`config.mk`:
```
export PLATFORM = sky130hd
export DESIGN_NAME = uart_tx_fifo
export DESIGN_NICKNAME = d
export VERILOG_FILES = /design/src/rtl/uart_pkg.sv /design/src/rtl/sync_fifo.sv /design/src/rtl/uart_tx_fifo.sv
export SDC_FILE = /design/constraint.sdc
export NUM_CORES = 1
export LEC_CHECK = 0
export BUFFER_PORTS_ARGS = -buffer_cell sky130_fd_sc_hd__buf_2
export CELL_PAD_IN_SITES_DETAIL_PLACEMENT = 2
export CELL_PAD_IN_SITES_GLOBAL_PLACEMENT = 2
export CORE_UTILIZATION = 50
export DETAILED_ROUTE_END_ITERATION = 10
export PLACE_DENSITY = 0.92
export SYNTH_ARGS = -nofsm -noshare
export SYNTH_HDL_FRONTEND = slang
export SYNTH_SLANG_ARGS = --single-unit
```
`constraint.sdc`:
```
create_clock -name s_axis_aclk -period 7.9 [get_ports s_axis_aclk]
set_input_delay 0.79 -clock s_axis_aclk [delete_from_list [all_inputs] [get_ports s_axis_aclk]]
set_output_delay 0.79 -clock s_axis_aclk [all_outputs]
set_load 0.01 [all_outputs]
```
`src/rtl/uart_pkg.sv`:
```
`default_nettype none
// ============================================================================
// Module   : uart_pkg
// Purpose  : Shared UART types, parity encodings and baud divisor helper.
// Revision : 1.0 - initial release
// ============================================================================
package uart_pkg;

  typedef enum logic [2:0] {
    TX_IDLE   = 3'd0,
    TX_START  = 3'd1,
    TX_DATA   = 3'd2,
    TX_PARITY = 3'd3,
    TX_STOP   = 3'd4
  } tx_state_e;

  localparam int PARITY_NONE = 0;
  localparam int PARITY_EVEN = 1;
  localparam int PARITY_ODD  = 2;

  // Rounded divisor so the bit period error stays within half a clock.
  function automatic int clks_per_bit(input int clk_hz, input int baud);
    return (clk_hz + baud / 2) / baud;
  endfunction

endpackage
`default_nettype wire

```
`src/rtl/sync_fifo.sv`:
```
`default_nettype none
// ============================================================================
// Module   : sync_fifo
// Purpose  : Single-clock first-word-fall-through FIFO with registered level.
// Revision : 1.0 - initial release
// ============================================================================
module sync_fifo #(
  parameter int WIDTH = 8,
  parameter int DEPTH = 16
) (
  input  logic                       clk,
  input  logic                       rst,
  input  logic                       push,
  input  logic [WIDTH-1:0]           i_data,
  input  logic                       pop,
  output logic [WIDTH-1:0]           o_data,
  output logic                       full,
  output logic                       empty,
  output logic [$clog2(DEPTH+1)-1:0] level
);

  localparam int c_ptr_w = $clog2(DEPTH);
  localparam int c_lvl_w = $clog2(DEPTH + 1);

  logic [WIDTH-1:0]   r_mem [DEPTH];
  logic [c_ptr_w-1:0] r_wr_ptr;
  logic [c_ptr_w-1:0] r_rd_ptr;
  logic [c_lvl_w-1:0] r_level;
  logic               w_do_push;
  logic               w_do_pop;

  assign full      = (r_level == c_lvl_w'(DEPTH));
  assign empty     = (r_level == '0);
  assign level     = r_level;
  assign o_data    = r_mem[r_rd_ptr];
  assign w_do_push = push && !full;
  assign w_do_pop  = pop && !empty;

  // Pointers wrap naturally because DEPTH is a power of two.
  always_ff @(posedge clk or posedge rst) begin
    if (rst) begin
      r_wr_ptr <= '0;
      r_rd_ptr <= '0;
      r_level  <= '0;
    end else begin
      if (w_do_push) r_wr_ptr <= r_wr_ptr + 1'b1;
      if (w_do_pop)  r_rd_ptr <= r_rd_ptr + 1'b1;
      case ({w_do_push, w_do_pop})
        2'b10:   r_level <= r_level + 1'b1;
        2'b01:   r_level <= r_level - 1'b1;
        default: r_level <= r_level;
      endcase
    end
  end

  always_ff @(posedge clk) begin
    if (w_do_push) r_mem[r_wr_ptr] <= i_data;
  end

endmodule
`default_nettype wire

```
`src/rtl/uart_tx_fifo.sv`:
```
`default_nettype none
// ============================================================================
// Module   : uart_tx_fifo
// Purpose  : AXI-Stream fed UART transmitter with transmit FIFO (8N1/8E1/8O1/8x2).
// Revision : 1.0 - initial release
// ============================================================================
module uart_tx_fifo
  import uart_pkg::*;
#(
  parameter int CLOCK_FREQ_HZ = 125_000_000,
  parameter int BAUD_RATE     = 115200,
  parameter int FIFO_DEPTH    = 16,
  parameter int PARITY_MODE   = 0,
  parameter int STOP_BITS     = 1
) (
  input  logic                            s_axis_aclk,
  input  logic                            s_axis_areset,
  input  logic                            s_axis_tvalid,
  input  logic [7:0]                      s_axis_tdata,
  output logic                            s_axis_tready,
  output logic                            tx_bit,
  output logic                            tx_busy,
  output logic [$clog2(FIFO_DEPTH+1)-1:0] fifo_level
);

  localparam int c_clks_per_bit = clks_per_bit(CLOCK_FREQ_HZ, BAUD_RATE);
  localparam int c_timer_w      = $clog2(c_clks_per_bit * 2);
  localparam logic [c_timer_w-1:0] c_bit_last  = c_timer_w'(c_clks_per_bit - 1);
  localparam logic [c_timer_w-1:0] c_stop_last = c_timer_w'(STOP_BITS * c_clks_per_bit - 1);

  if (c_clks_per_bit < 2) begin : g_chk_cpb
    $error("uart_tx_fifo: clocks per bit must be at least 2");
  end
  if (FIFO_DEPTH < 2 || (FIFO_DEPTH & (FIFO_DEPTH - 1)) != 0) begin : g_chk_depth
    $error("uart_tx_fifo: FIFO_DEPTH must be a power of two >= 2");
  end
  if (STOP_BITS != 1 && STOP_BITS != 2) begin : g_chk_stop
    $error("uart_tx_fifo: STOP_BITS must be 1 or 2");
  end
  if (PARITY_MODE > PARITY_ODD) begin : g_chk_parity
    $error("uart_tx_fifo: PARITY_MODE must be 0, 1 or 2");
  end

  tx_state_e            r_state, w_state_nxt;
  logic [c_timer_w-1:0] r_timer, w_timer_nxt;
  logic [2:0]           r_bit_idx, w_bit_idx_nxt;
  logic [7:0]           r_shift, w_shift_nxt;
  logic                 r_parity, w_parity_nxt;
  logic                 r_tx_bit, w_tx_bit_nxt;
  logic                 r_busy, w_busy_nxt;

  logic       w_push;
  logic       w_pop;
  logic       w_load;
  logic       w_full;
  logic       w_empty;
  logic [7:0] w_fifo_dout;

  assign s_axis_tready = !w_full && !s_axis_areset;
  assign w_push        = s_axis_tvalid && s_axis_tready;
  assign tx_bit        = r_tx_bit;
  assign tx_busy       = r_busy;

  sync_fifo #(
    .WIDTH (8),
    .DEPTH (FIFO_DEPTH)
  ) u_fifo (
    .clk    (s_axis_aclk),
    .rst    (s_axis_areset),
    .push   (w_push),
    .i_data (s_axis_tdata),
    .pop    (w_pop),
    .o_data (w_fifo_dout),
    .full   (w_full),
    .empty  (w_empty),
    .level  (fifo_level)
  );

  always_ff @(posedge s_axis_aclk or posedge s_axis_areset) begin
    if (s_axis_areset) begin
      r_state   <= TX_IDLE;
      r_timer   <= '0;
      r_bit_idx <= '0;
      r_shift   <= '0;
      r_parity  <= 1'b0;
      r_tx_bit  <= 1'b1;
      r_busy    <= 1'b0;
    end else begin
      r_state   <= w_state_nxt;
      r_timer   <= w_timer_nxt;
      r_bit_idx <= w_bit_idx_nxt;
      r_shift   <= w_shift_nxt;
      r_parity  <= w_parity_nxt;
      r_tx_bit  <= w_tx_bit_nxt;
      r_busy    <= w_busy_nxt;
    end
  end

  // A byte is loaded from IDLE or straight out of STOP so frames run back to back.
  assign w_load = !w_empty &&
                  ((r_state == TX_IDLE) || ((r_state == TX_STOP) && (r_timer == c_stop_last)));
  assign w_pop  = w_load;

  always_comb begin
    w_state_nxt   = r_state;
    w_timer_nxt   = r_timer + 1'b1;
    w_bit_idx_nxt = r_bit_idx;
    w_shift_nxt   = r_shift;
    w_parity_nxt  = r_parity;
    w_tx_bit_nxt  = r_tx_bit;
    w_busy_nxt    = r_busy;

    case (r_state)
      TX_IDLE: begin
        w_timer_nxt  = '0;
        w_tx_bit_nxt = 1'b1;
        w_busy_nxt   = 1'b0;
      end
      TX_START: begin
        if (r_timer == c_bit_last) begin
          w_state_nxt   = TX_DATA;
          w_timer_nxt   = '0;
          w_bit_idx_nxt = '0;
          w_tx_bit_nxt  = r_shift[0];
          w_shift_nxt   = r_shift >> 1;
        end
      end
      TX_DATA: begin
        if (r_timer == c_bit_last) begin
          w_timer_nxt = '0;
          if (r_bit_idx == 3'd7) begin
            if (PARITY_MODE != PARITY_NONE) begin
              w_state_nxt  = TX_PARITY;
              w_tx_bit_nxt = r_parity;
            end else begin
              w_state_nxt  = TX_STOP;
              w_tx_bit_nxt = 1'b1;
            end
          end else begin
            w_bit_idx_nxt = r_bit_idx + 1'b1;
            w_tx_bit_nxt  = r_shift[0];
            w_shift_nxt   = r_shift >> 1;
          end
        end
      end
      TX_PARITY: begin
        if (r_timer == c_bit_last) begin
          w_state_nxt  = TX_STOP;
          w_timer_nxt  = '0;
          w_tx_bit_nxt = 1'b1;
        end
      end
      TX_STOP: begin
        if (r_timer == c_stop_last) begin
          w_state_nxt  = TX_IDLE;
          w_timer_nxt  = '0;
          w_tx_bit_nxt = 1'b1;
          w_busy_nxt   = 1'b0;
        end
      end
      default: begin
        w_state_nxt  = TX_IDLE;
        w_timer_nxt  = '0;
        w_tx_bit_nxt = 1'b1;
        w_busy_nxt   = 1'b0;
      end
    endcase

    if (w_load) begin
      w_state_nxt  = TX_START;
      w_timer_nxt  = '0;
      w_shift_nxt  = w_fifo_dout;
      w_parity_nxt = (PARITY_MODE == PARITY_ODD) ? ~^w_fifo_dout : ^w_fifo_dout;
      w_tx_bit_nxt = 1'b0;
      w_busy_nxt   = 1'b1;
    end
  end

endmodule
`default_nettype wire

```
==> metrics, run 1 <==
status=finished clean; post-synthesis mux area share=13.45%; CTS Root Cell=clkbuf_16; H-tree depth=4; mean number of vias per cell=5.994; RSZ-0062 raised after global routing=no; area share of the largest cell type after synthesis=54.14%; Crit. Startpoint=r_timer[0]; top cells by area, synth=edfxtp_1, dfrtp_1, mux4_2; reg2reg setup slack=3670 ps; VDD IR max=0.0002268 V; reg-to-reg startpoint=r_timer[0]; Sink Count=169; Post-DP HPWL=11690 µm; Hold Path Class=flop to flop; TritonCTS clock tree=built; Max Cap Viol=0; Critical Path Fanout Max=22; Synth Warn #=0; CTS Buf Count=17; Met3 Wirelength=820 µm; Overflow after GRT=0; Post-Syn Nets=453; most numerous cell in the Yosys netlist=edfxtp_1; Resized cells post-CTS=0; DR top layer=met4; Hold Buf Count CTS=0; synthesized cell area=7099 µm²; post-CTS setup buffer count=0; Seq/Total Area, Yosys=68.61%; final std cells w/o fill=642; met2 WL post-DR=10060 µm; WL final=18400 µm; simple-gate share of the synthesized area=6.732%; number of port buffers=18; fin crit period=4226 ps; final hold violation count=0; CP startpoint kind=flop; IO Count=19; Net Sw Frac=32.49%; Die X=121.2 µm; sw power=892.4 µW; Leak=0.002916 µW; WL per Instance=28.66 µm; die area=14680 µm²; WS Path Type=flop to flop; post-synthesis compound-gate area fraction=3.366%; GP Congestion=0.7547; biggest area consumer among synthesized cells=edfxtp_1; first-pass GRT wire length=27990 µm; fraction of the mapped netlist area in adder cells=2.573%; flops & latches, synth=169; diodes inserted=0; TNS Setup=0 ps; Async SR Flop Fraction=24.26%; Sequential Power Share=44.1%; Worst-path clk slew=70 ps; CTS max path bufs=2; Layout area overhead=11.61%; Net count, final=474; drt initial violations=282; Placeable Area=13880 µm²; Final ANT Viol Nets=0; Cells after Synth=428; Post-synth EDFFs=128; gr usage total=27.94%; largest family of logic cells by synthesized area=multiplexers; commonest cells in the synthesized netlist=edfxtp_1, dfrtp_1, nor2_1; Synth Area in XOR/XNOR=2.591%; Worst setup EP type=flop; max-slew violations=0; reg-to-reg endpoint=u_fifo.level[4]; Yosys cell types=46; die height=121.2 µm; clock share of power=31.7%; Cell Count Post-Placement=610; clock latency at the later pin of the worst-skew pair=450 ps; vias in the first global route=4429; Avg Inst Size Synth=16.59 µm²; ratio of cells with drive above 1 in the final layout=21.21%; largest net degree at the start of global routing=42; Critical Path AT=4580 ps; Initial Util=51.14%; Vias=3848; row cnt=43; setup violators final=0; f_max=236.6 MHz; initial antenna violation count=0; TritonRoute pass-1 iters=4; CP endpoint=u_fifo.level[4]; WL met1=7132 µm; Final period util=53.50%; drt drc=0; worst slew pin tran=1080 ps; logic gate share of total power=24.2%; clk_skew=24.35 ps; Layout fillers=1180; Worst Path Required=8260 ps; relative slew slack=28.02%; worst reg-to-reg path cell count=13; Most used DFF post-synth=edfxtp_1; Int Pwr=1855 µW; Power Dens Cells=346.7 nW/µm²
worst max-delay path, cell delays in order (launching register included):
cell      delay, ps
dfrtp_1         450
inv_1            90
ha_1            140
nor4bb_1        190
nand3_1         380
a21oi_2         940
ha_1            460
inv_1           130
fa_1            440
nor2b_1         170
o21ai_0         140
and3_1          220
nor3_1          210
xor2_1          170
worst min path at each step:
stage / startpoint / to / depth (start not counted)
floorplan: r_bit_idx[1] / r_bit_idx[1] / 2
global placement: r_bit_idx[1] / r_bit_idx[1] / 2
detailed placement: r_bit_idx[2] / r_bit_idx[2] / 2
CTS: r_bit_idx[2] / r_bit_idx[2] / 2
global route: r_bit_idx[2] / r_bit_idx[2] / 2
finish: r_bit_idx[2] / r_bit_idx[2] / 2
sequential cells by signal (all words and copies together), names as in the netlist:
register         flops
r_timer             12
u_fifo.r_rd_ptr      4
u_fifo.r_wr_ptr      4
r_shift              8
r_bit_idx            3
u_fifo.r_mem       128
tx_busy              1
u_fifo.level         5
tx_bit               1
r_state              3
final cells by class:
class                      instances  area, µm²  share of cell area [%]
sequential                       169       4872                   61.49
multi-input combinational        225       2042                   25.77
clock buffer                      17      425.4                   5.369
tap                              180      225.2                   2.842
clock inverter                    15      175.2                   2.211
timing repair buffer              25      142.6                   1.800
inverter                          11      41.29                  0.5211
per-stage QoR:
stage	instance area [µm²]	power, µW	util [%]	worst slack (ps)	hold slack [ps]
floorplan	7099	1659	-	5135	452.3
global placement	7323	1791	52.76	4250	470.3
detailed placement	7323	1879	52.76	3852	497.4
CTS	7924	2775	57.08	3648	511.9
global route	7924	2849	57.08	3319	543.0
finish	7924	2747	57.08	3674	496.2
kinds of logic (layout without fill, tap and decap cells):
| group | Yosys count | count (layout) |
|---|---|---|
| adders and majority gates | 14 | 14 |
| and+or+nand+nor | 98 | 98 |
| DFF | 169 | 169 |
| xor gates and xnor gates | 21 | 21 |
| buffers and inverters | 34 | 68 |
| AOI/OAI and AO/OA | 39 | 39 |
| muxes | 53 | 53 |
power groups by stage:
stage	Clock [µW]	Sequential, µW	Combinational [µW]
2_1_floorplan	0	1150	513
3_3_place_gp	0	1200	590
3_5_place_dp	0	1220	657
4_1_cts	884	1210	678
5_1_grt	905	1230	717
6_report	870	1210	665
layout by cell type (no fill, tap or decap), types with 2 or more instances in the layout:
| cell | instances |
|---|---|
| mux4_1 | 4 |
| edfxtp_1 | 128 |
| clkinv_2 | 2 |
| inv_1 | 11 |
| nand3b_1 | 2 |
| nor3_1 | 6 |
| o21ai_1 | 6 |
| buf_4 | 7 |
| clkbuf_16 | 17 |
| bufinv_16 | 2 |
| nor2b_1 | 2 |
| buf_2 | 18 |
| and4_1 | 3 |
| nor2_1 | 29 |
| a21o_1 | 3 |
| or2b_1 | 2 |
| xor2_1 | 11 |
| mux4_2 | 28 |
| nand2_1 | 25 |
| inv_8 | 4 |
| dfrtp_1 | 39 |
| nand3_1 | 10 |
| o21ai_0 | 11 |
| nor4_1 | 2 |
| mux2_2 | 7 |
| nand2b_1 | 3 |
| a22oi_1 | 3 |
| ha_1 | 13 |
| inv_6 | 6 |
| o211ai_1 | 6 |
| a21oi_1 | 5 |
| xnor2_1 | 10 |
| mux2i_1 | 14 |
| and3_1 | 6 |
| a21oi_2 | 2 |
| nand4_1 | 3 |
layer usage:
metal  vias to the layer above  GRT usage [%]
li1                       1672              -
met1                      2049          32.94
met2                       105          49.68
met3                        22          5.545
met4                         0          11.81
met5                         -              0
Power figures use the tool's default switching activity.
==> inputs of run 2 (changes only) <==
--- a/config.mk
+++ b/config.mk
@@ -8,9 +8,9 @@
 export BUFFER_PORTS_ARGS = -buffer_cell sky130_fd_sc_hd__buf_2
 export CELL_PAD_IN_SITES_DETAIL_PLACEMENT = 2
 export CELL_PAD_IN_SITES_GLOBAL_PLACEMENT = 2
-export CORE_UTILIZATION = 50
+export CORE_UTILIZATION = 42
 export DETAILED_ROUTE_END_ITERATION = 10
-export PLACE_DENSITY = 0.92
+export PLACE_DENSITY = 0.84
 export SYNTH_ARGS = -nofsm -noshare
 export SYNTH_HDL_FRONTEND = slang
 export SYNTH_SLANG_ARGS = --single-unit
==> constraint.sdc (replaced) <==
create_clock -name s_axis_aclk -period 3.8 [get_ports s_axis_aclk]
set_input_delay 0.38 -clock s_axis_aclk [delete_from_list [all_inputs] [get_ports s_axis_aclk]]
set_output_delay 0.38 -clock s_axis_aclk [all_outputs]
set_load 0.01 [all_outputs]
==> metrics, run 2 (same netlist as run 1, synthesis figures left out) <==
status=finished clean; Die X=132.0 µm; Place WS=313.7 ps; reg2reg setup slack=320 ps; Critical Path Fanout Max=12; Power Dens Cells=699.4 nW/µm²; Net count, final=475; commonest non-fill, non-tap cells in the layout=edfxtp_1, dfrtp_1, nor2_1; clk_skew=17.61 ps; final std cells w/o fill=683; diodes inserted=0; Post-DP HPWL=10750 µm; die height=132.0 µm; ratio of cells with drive above 1 in the final layout=21.17%; TritonCTS clock tree=built; CTS Buf Count=17; WL final=16450 µm; die area=17430 µm²; CTS max path bufs=2; setup violators final=0; Initial Util=42.96%; largest net degree at the start of global routing=42; CP endpoint=u_fifo.level[4]; TNS Setup=0 ps; drt drc=0; Layout fillers=1483; GP Congestion=0.7410; relative slew slack=29.48%; biggest regs=u_fifo.r_mem: 128 flops, r_timer: 12 flops, r_shift: 8 flops; fin crit period=3481 ps; drt initial violations=248; post-CTS setup buffer count=0; Largest register FFs=128; Overflow after GRT=0; row cnt=47; max-slew violations=0; Vias=3719; final setup margin=319.5 ps; Cell Count Post-Placement=651; Final period util=91.59%; gr usage total=20.70%; total power=5579 µW; worst reg-to-reg path cell count=13; Placeable Area=16520 µm²; final hold violation count=0; WS Path Type=flop to flop; most common cell after layout, fill and taps aside=edfxtp_1; clock latency at the later pin of the worst-skew pair=430 ps; Hold Path Class=primary input to asynchronous set/reset pin; final hold slack=95.24 ps; Layout area overhead=12.35%; H-tree depth=4; first-pass GRT wire length=25940 µm; Critical Path AT=3830 ps; worst slew pin tran=1054 ps; Reg with most FFs=u_fifo.r_mem; TritonRoute pass-1 iters=4; Worst Path Required=4150 ps; vias in the first global route=4307; RSZ-0062 raised after global routing=no; Worst setup EP type=flop; f_max=287.3 MHz; IO Count=19; Final ANT Viol Nets=0; reg-to-reg startpoint=r_timer[0]; CP startpoint kind=flop; Max Cap Viol=0; Worst-path clk slew=70 ps; reg-to-reg endpoint=u_fifo.level[4]; CTS Root Cell=clkbuf_16; VDD IR max=0.0003776 V; Sink Count=169; WL per Instance=24.08 µm; Crit. Startpoint=r_timer[0]; initial antenna violation count=0; number of port buffers=18; Leak=0.002911 µW; mean number of vias per cell=5.445
## run 2: cell count changes in the layout (fill, tap and decap cells not counted), sizes merged
cell	delta
buf	+1
clkinv	+3
inv	-3
## run 2: report_power, final
part	switching [µW]	internal, µW	leakage (µW)
clock	760	983	0.000287
sequential	352	2210	0.00167
combinational	631	638	0.000956
total	1740	3840	0.00291
## run 2: routing by layer
metal	global-route usage [%]	routed length, µm	vias to the layer above
met2	35.71	8769	57
met3	3.729	381	21
met5	0	0	-
li1	-	-	1680
met4	8.398	300	0
met1	25.84	6998	1961
## run 2: area by class of cell
type | count | area [µm²] | area share, %
flip-flops and latches | 169 | 4872 | 61.08
clock inverters | 15 | 165.2 | 2.071
repair buffers | 26 | 150.1 | 1.882
inverters | 11 | 41.29 | 0.5176
multi-input cells | 225 | 2047 | 25.66
well taps | 220 | 275.3 | 3.451
clock buffers | 17 | 425.4 | 5.333
## run 2: per-stage QoR
step / area [µm²] / util, %
after global routing: 7976 / 48.27
after detailed placement: 7381 / 44.67
after global placement: 7381 / 44.67
final: 7976 / 48.27
after CTS: 7971 / 48.24
after floorplan: 7099 / -
## run 2: critical path: stages, from the launching register on
cell and delay (ps):
dfrtp_1 450, inv_1 100, ha_1 160, nor4bb_1 380, nand3_2 340, a21oi_2 280
ha_1 270, inv_1 120, fa_1 410, nor2b_1 140, o21ai_0 150, and3_1 230
nor3_1 210, xor2_1 180
## run 2: how the worst min path moves through the flow
stage                         end  depth (start not counted)
4_1_cts                r_state[0]                          3
3_5_place_dp               tx_bit                          2
3_3_place_gp         r_bit_idx[1]                          2
2_1_floorplan        r_bit_idx[1]                          2
6_report       u_fifo.r_wr_ptr[0]                          3
5_1_grt                r_state[0]                          3
## run 2: what timing repair did
item                       in CTS  in global routing
gates resized for setup         0                  1
hold buffers                    0                  0
setup endpoints to repair       0                  1
==> inputs of run 3 (changes only) <==
--- a/config.mk
+++ b/config.mk
@@ -11,6 +11,7 @@
 export CORE_UTILIZATION = 42
 export DETAILED_ROUTE_END_ITERATION = 10
 export PLACE_DENSITY = 0.84
+export REMOVE_ABC_BUFFERS = 1
 export SYNTH_ARGS = -nofsm -noshare
 export SYNTH_HDL_FRONTEND = slang
 export SYNTH_SLANG_ARGS = --single-unit
==> metrics, run 3 (same netlist as run 1, synthesis figures left out) <==
Layout area overhead=12.62%; Largest stage delay, worst path=460 ps; GP Congestion=0.7814; most common cell after layout, fill and taps aside=edfxtp_1; TritonRoute pass-1 iters=4; Resized cells post-CTS=0; drt initial violations=283; Register Area=4872 µm²; Place WS=721.5 ps; met2 WL post-DR=9611 µm; Placeable Area=16520 µm²; CTS Buf Count=17; Worst Path Required=4170 ps; Die X=132.0 µm; total power=5628 µW; WS Path Type=flop to flop; initial antenna violation count=0; largest net degree at the start of global routing=42; Hold Buf Count CTS=0; CTS Root Cell=clkbuf_16; Layout fillers=1491; Reg with most FFs=u_fifo.r_mem; Largest register FFs=128; diodes inserted=0; max-slew violations=0; row cnt=47; die height=132.0 µm; Slowest cell on crit path=dfrtp_1; Vias=3887; Met3 Wirelength=711 µm; VDD IR max=0.0003737 V; Post-DP HPWL=11130 µm; final setup margin=508.1 ps; Overflow after GRT=0; Final period util=86.63%; Power Dens Cells=704.0 nW/µm²; drt drc=0; Worst setup EP type=flop; status=finished clean; final hold violation count=0; clk_skew=17.89 ps; Initial Util=42.96%; Critical Path Fanout Max=9; Sink Count=169; CP startpoint kind=flop; TritonCTS clock tree=built; first-pass GRT wire length=28240 µm; relative slew slack=19.85%; die area=17430 µm²; TNS Setup=0 ps; Critical Path AT=3660 ps; Leak=0.002928 µW; post-CTS setup buffer count=0; IO Count=19; gr usage total=22.88%; mean number of vias per cell=5.674; WL met1=7510 µm; final hold slack=90.97 ps; WL final=18310 µm; CP most frequent cell=inv_1; Net count, final=477; f_max=303.8 MHz; vias in the first global route=4355; fin crit period=3292 ps; worst slew pin tran=1193 ps; biggest regs=u_fifo.r_mem: 128 flops, r_timer: 12 flops, r_shift: 8 flops; Final ANT Viol Nets=0; DR top layer=met4; commonest non-fill, non-tap cells in the layout=edfxtp_1, dfrtp_1, nor2_1; WL per Instance=26.73 µm; number of port buffers=18; multi-input logic area=2042 µm²; clock latency at the later pin of the worst-skew pair=450 ps; ratio of cells with drive above 1 in the final layout=21.51%; worst path cell trace=nor4_1, a21oi_1, and2_1, inv_1, ha_1, inv_1, fa_1, nor2b_1, o21ai_0, and3_1, nor3_1, xor2_1; CTS max path bufs=2; Max Cap Viol=0; setup violators final=0; RSZ-0062 raised after global routing=no; Worst-path clk slew=80 ps; Hold Path Class=primary input to asynchronous set/reset pin; H-tree depth=4
run 3: changes by cell type in the layout (fill, tap and decap cells not counted):
cell,change
inv_8,+6
nand3_2,-1
buf_4,+2
inv_6,-4
clkinv_8,+4
clkinvlp_4,-1
bufinv_16,-2
nand3_1,+1
clkinv_4,-2
clkinv_1,-1
run 3: where the power goes:
part	switching, µW	internal (µW)	leakage, µW
Clock	873	892	0.000294
Sequential	372	2210	0.00167
Combinational	630	650	0.000965
run 3: metrics by stage:
| step | util (%) | cells | area [µm²] |
|---|---|---|---|
| 2_1_floorplan | - | 405 | 6950 |
| 3_3_place_gp | 44.76 | 653 | 7396 |
| 3_5_place_dp | 44.76 | 653 | 7396 |
| 4_1_cts | 48.38 | 685 | 7995 |
| 5_1_grt | 48.38 | 685 | 7995 |
| 6_report | 48.38 | 685 | 7995 |
run 3: per-layer routing:
| layer | global-route usage (%) | vias to the layer above |
|---|---|---|
| li1 | - | 1684 |
| met1 | 28.17 | 2077 |
| met2 | 39.27 | 91 |
| met3 | 4.383 | 35 |
| met4 | 10.27 | 0 |
| met5 | 0 | - |
run 3: layout make-up:
class,instances,share of cell area (%)
flip-flops and latches,169,60.94
repair buffers,28,2.066
clock inverters,15,2.175
clock buffers,17,5.321
multi-input cells,225,25.54
well taps,220,3.443
inverters,11,0.5164
run 3: worst max-delay path: cells and delay by family (launching register included):
kind	cells	cell delay [ps]
xor+xnor	1	170
fa+ha+maj	2	690
flops	1	460
simple gates	5	1320
buf+inv	2	240
compound gates	2	330
run 3: final timing paths:
path | cells past startpoint | slack (ps) | start | end
max in group asynchronous | 3 | 3270 | s_axis_areset | u_fifo.r_rd_ptr[2]
min in group s_axis_aclk | 1 | 310 | s_axis_tdata[4] | u_fifo.r_mem[12][4]
setup / recovery | 12 | 510 | u_fifo.level[0] | u_fifo.level[4]
setup reg to reg | 12 | 510 | u_fifo.level[0] | u_fifo.level[4]
hold reg to reg | 2 | 530 | r_shift[0] | tx_bit
hold / removal | 3 | 90 | s_axis_areset | u_fifo.level[1]
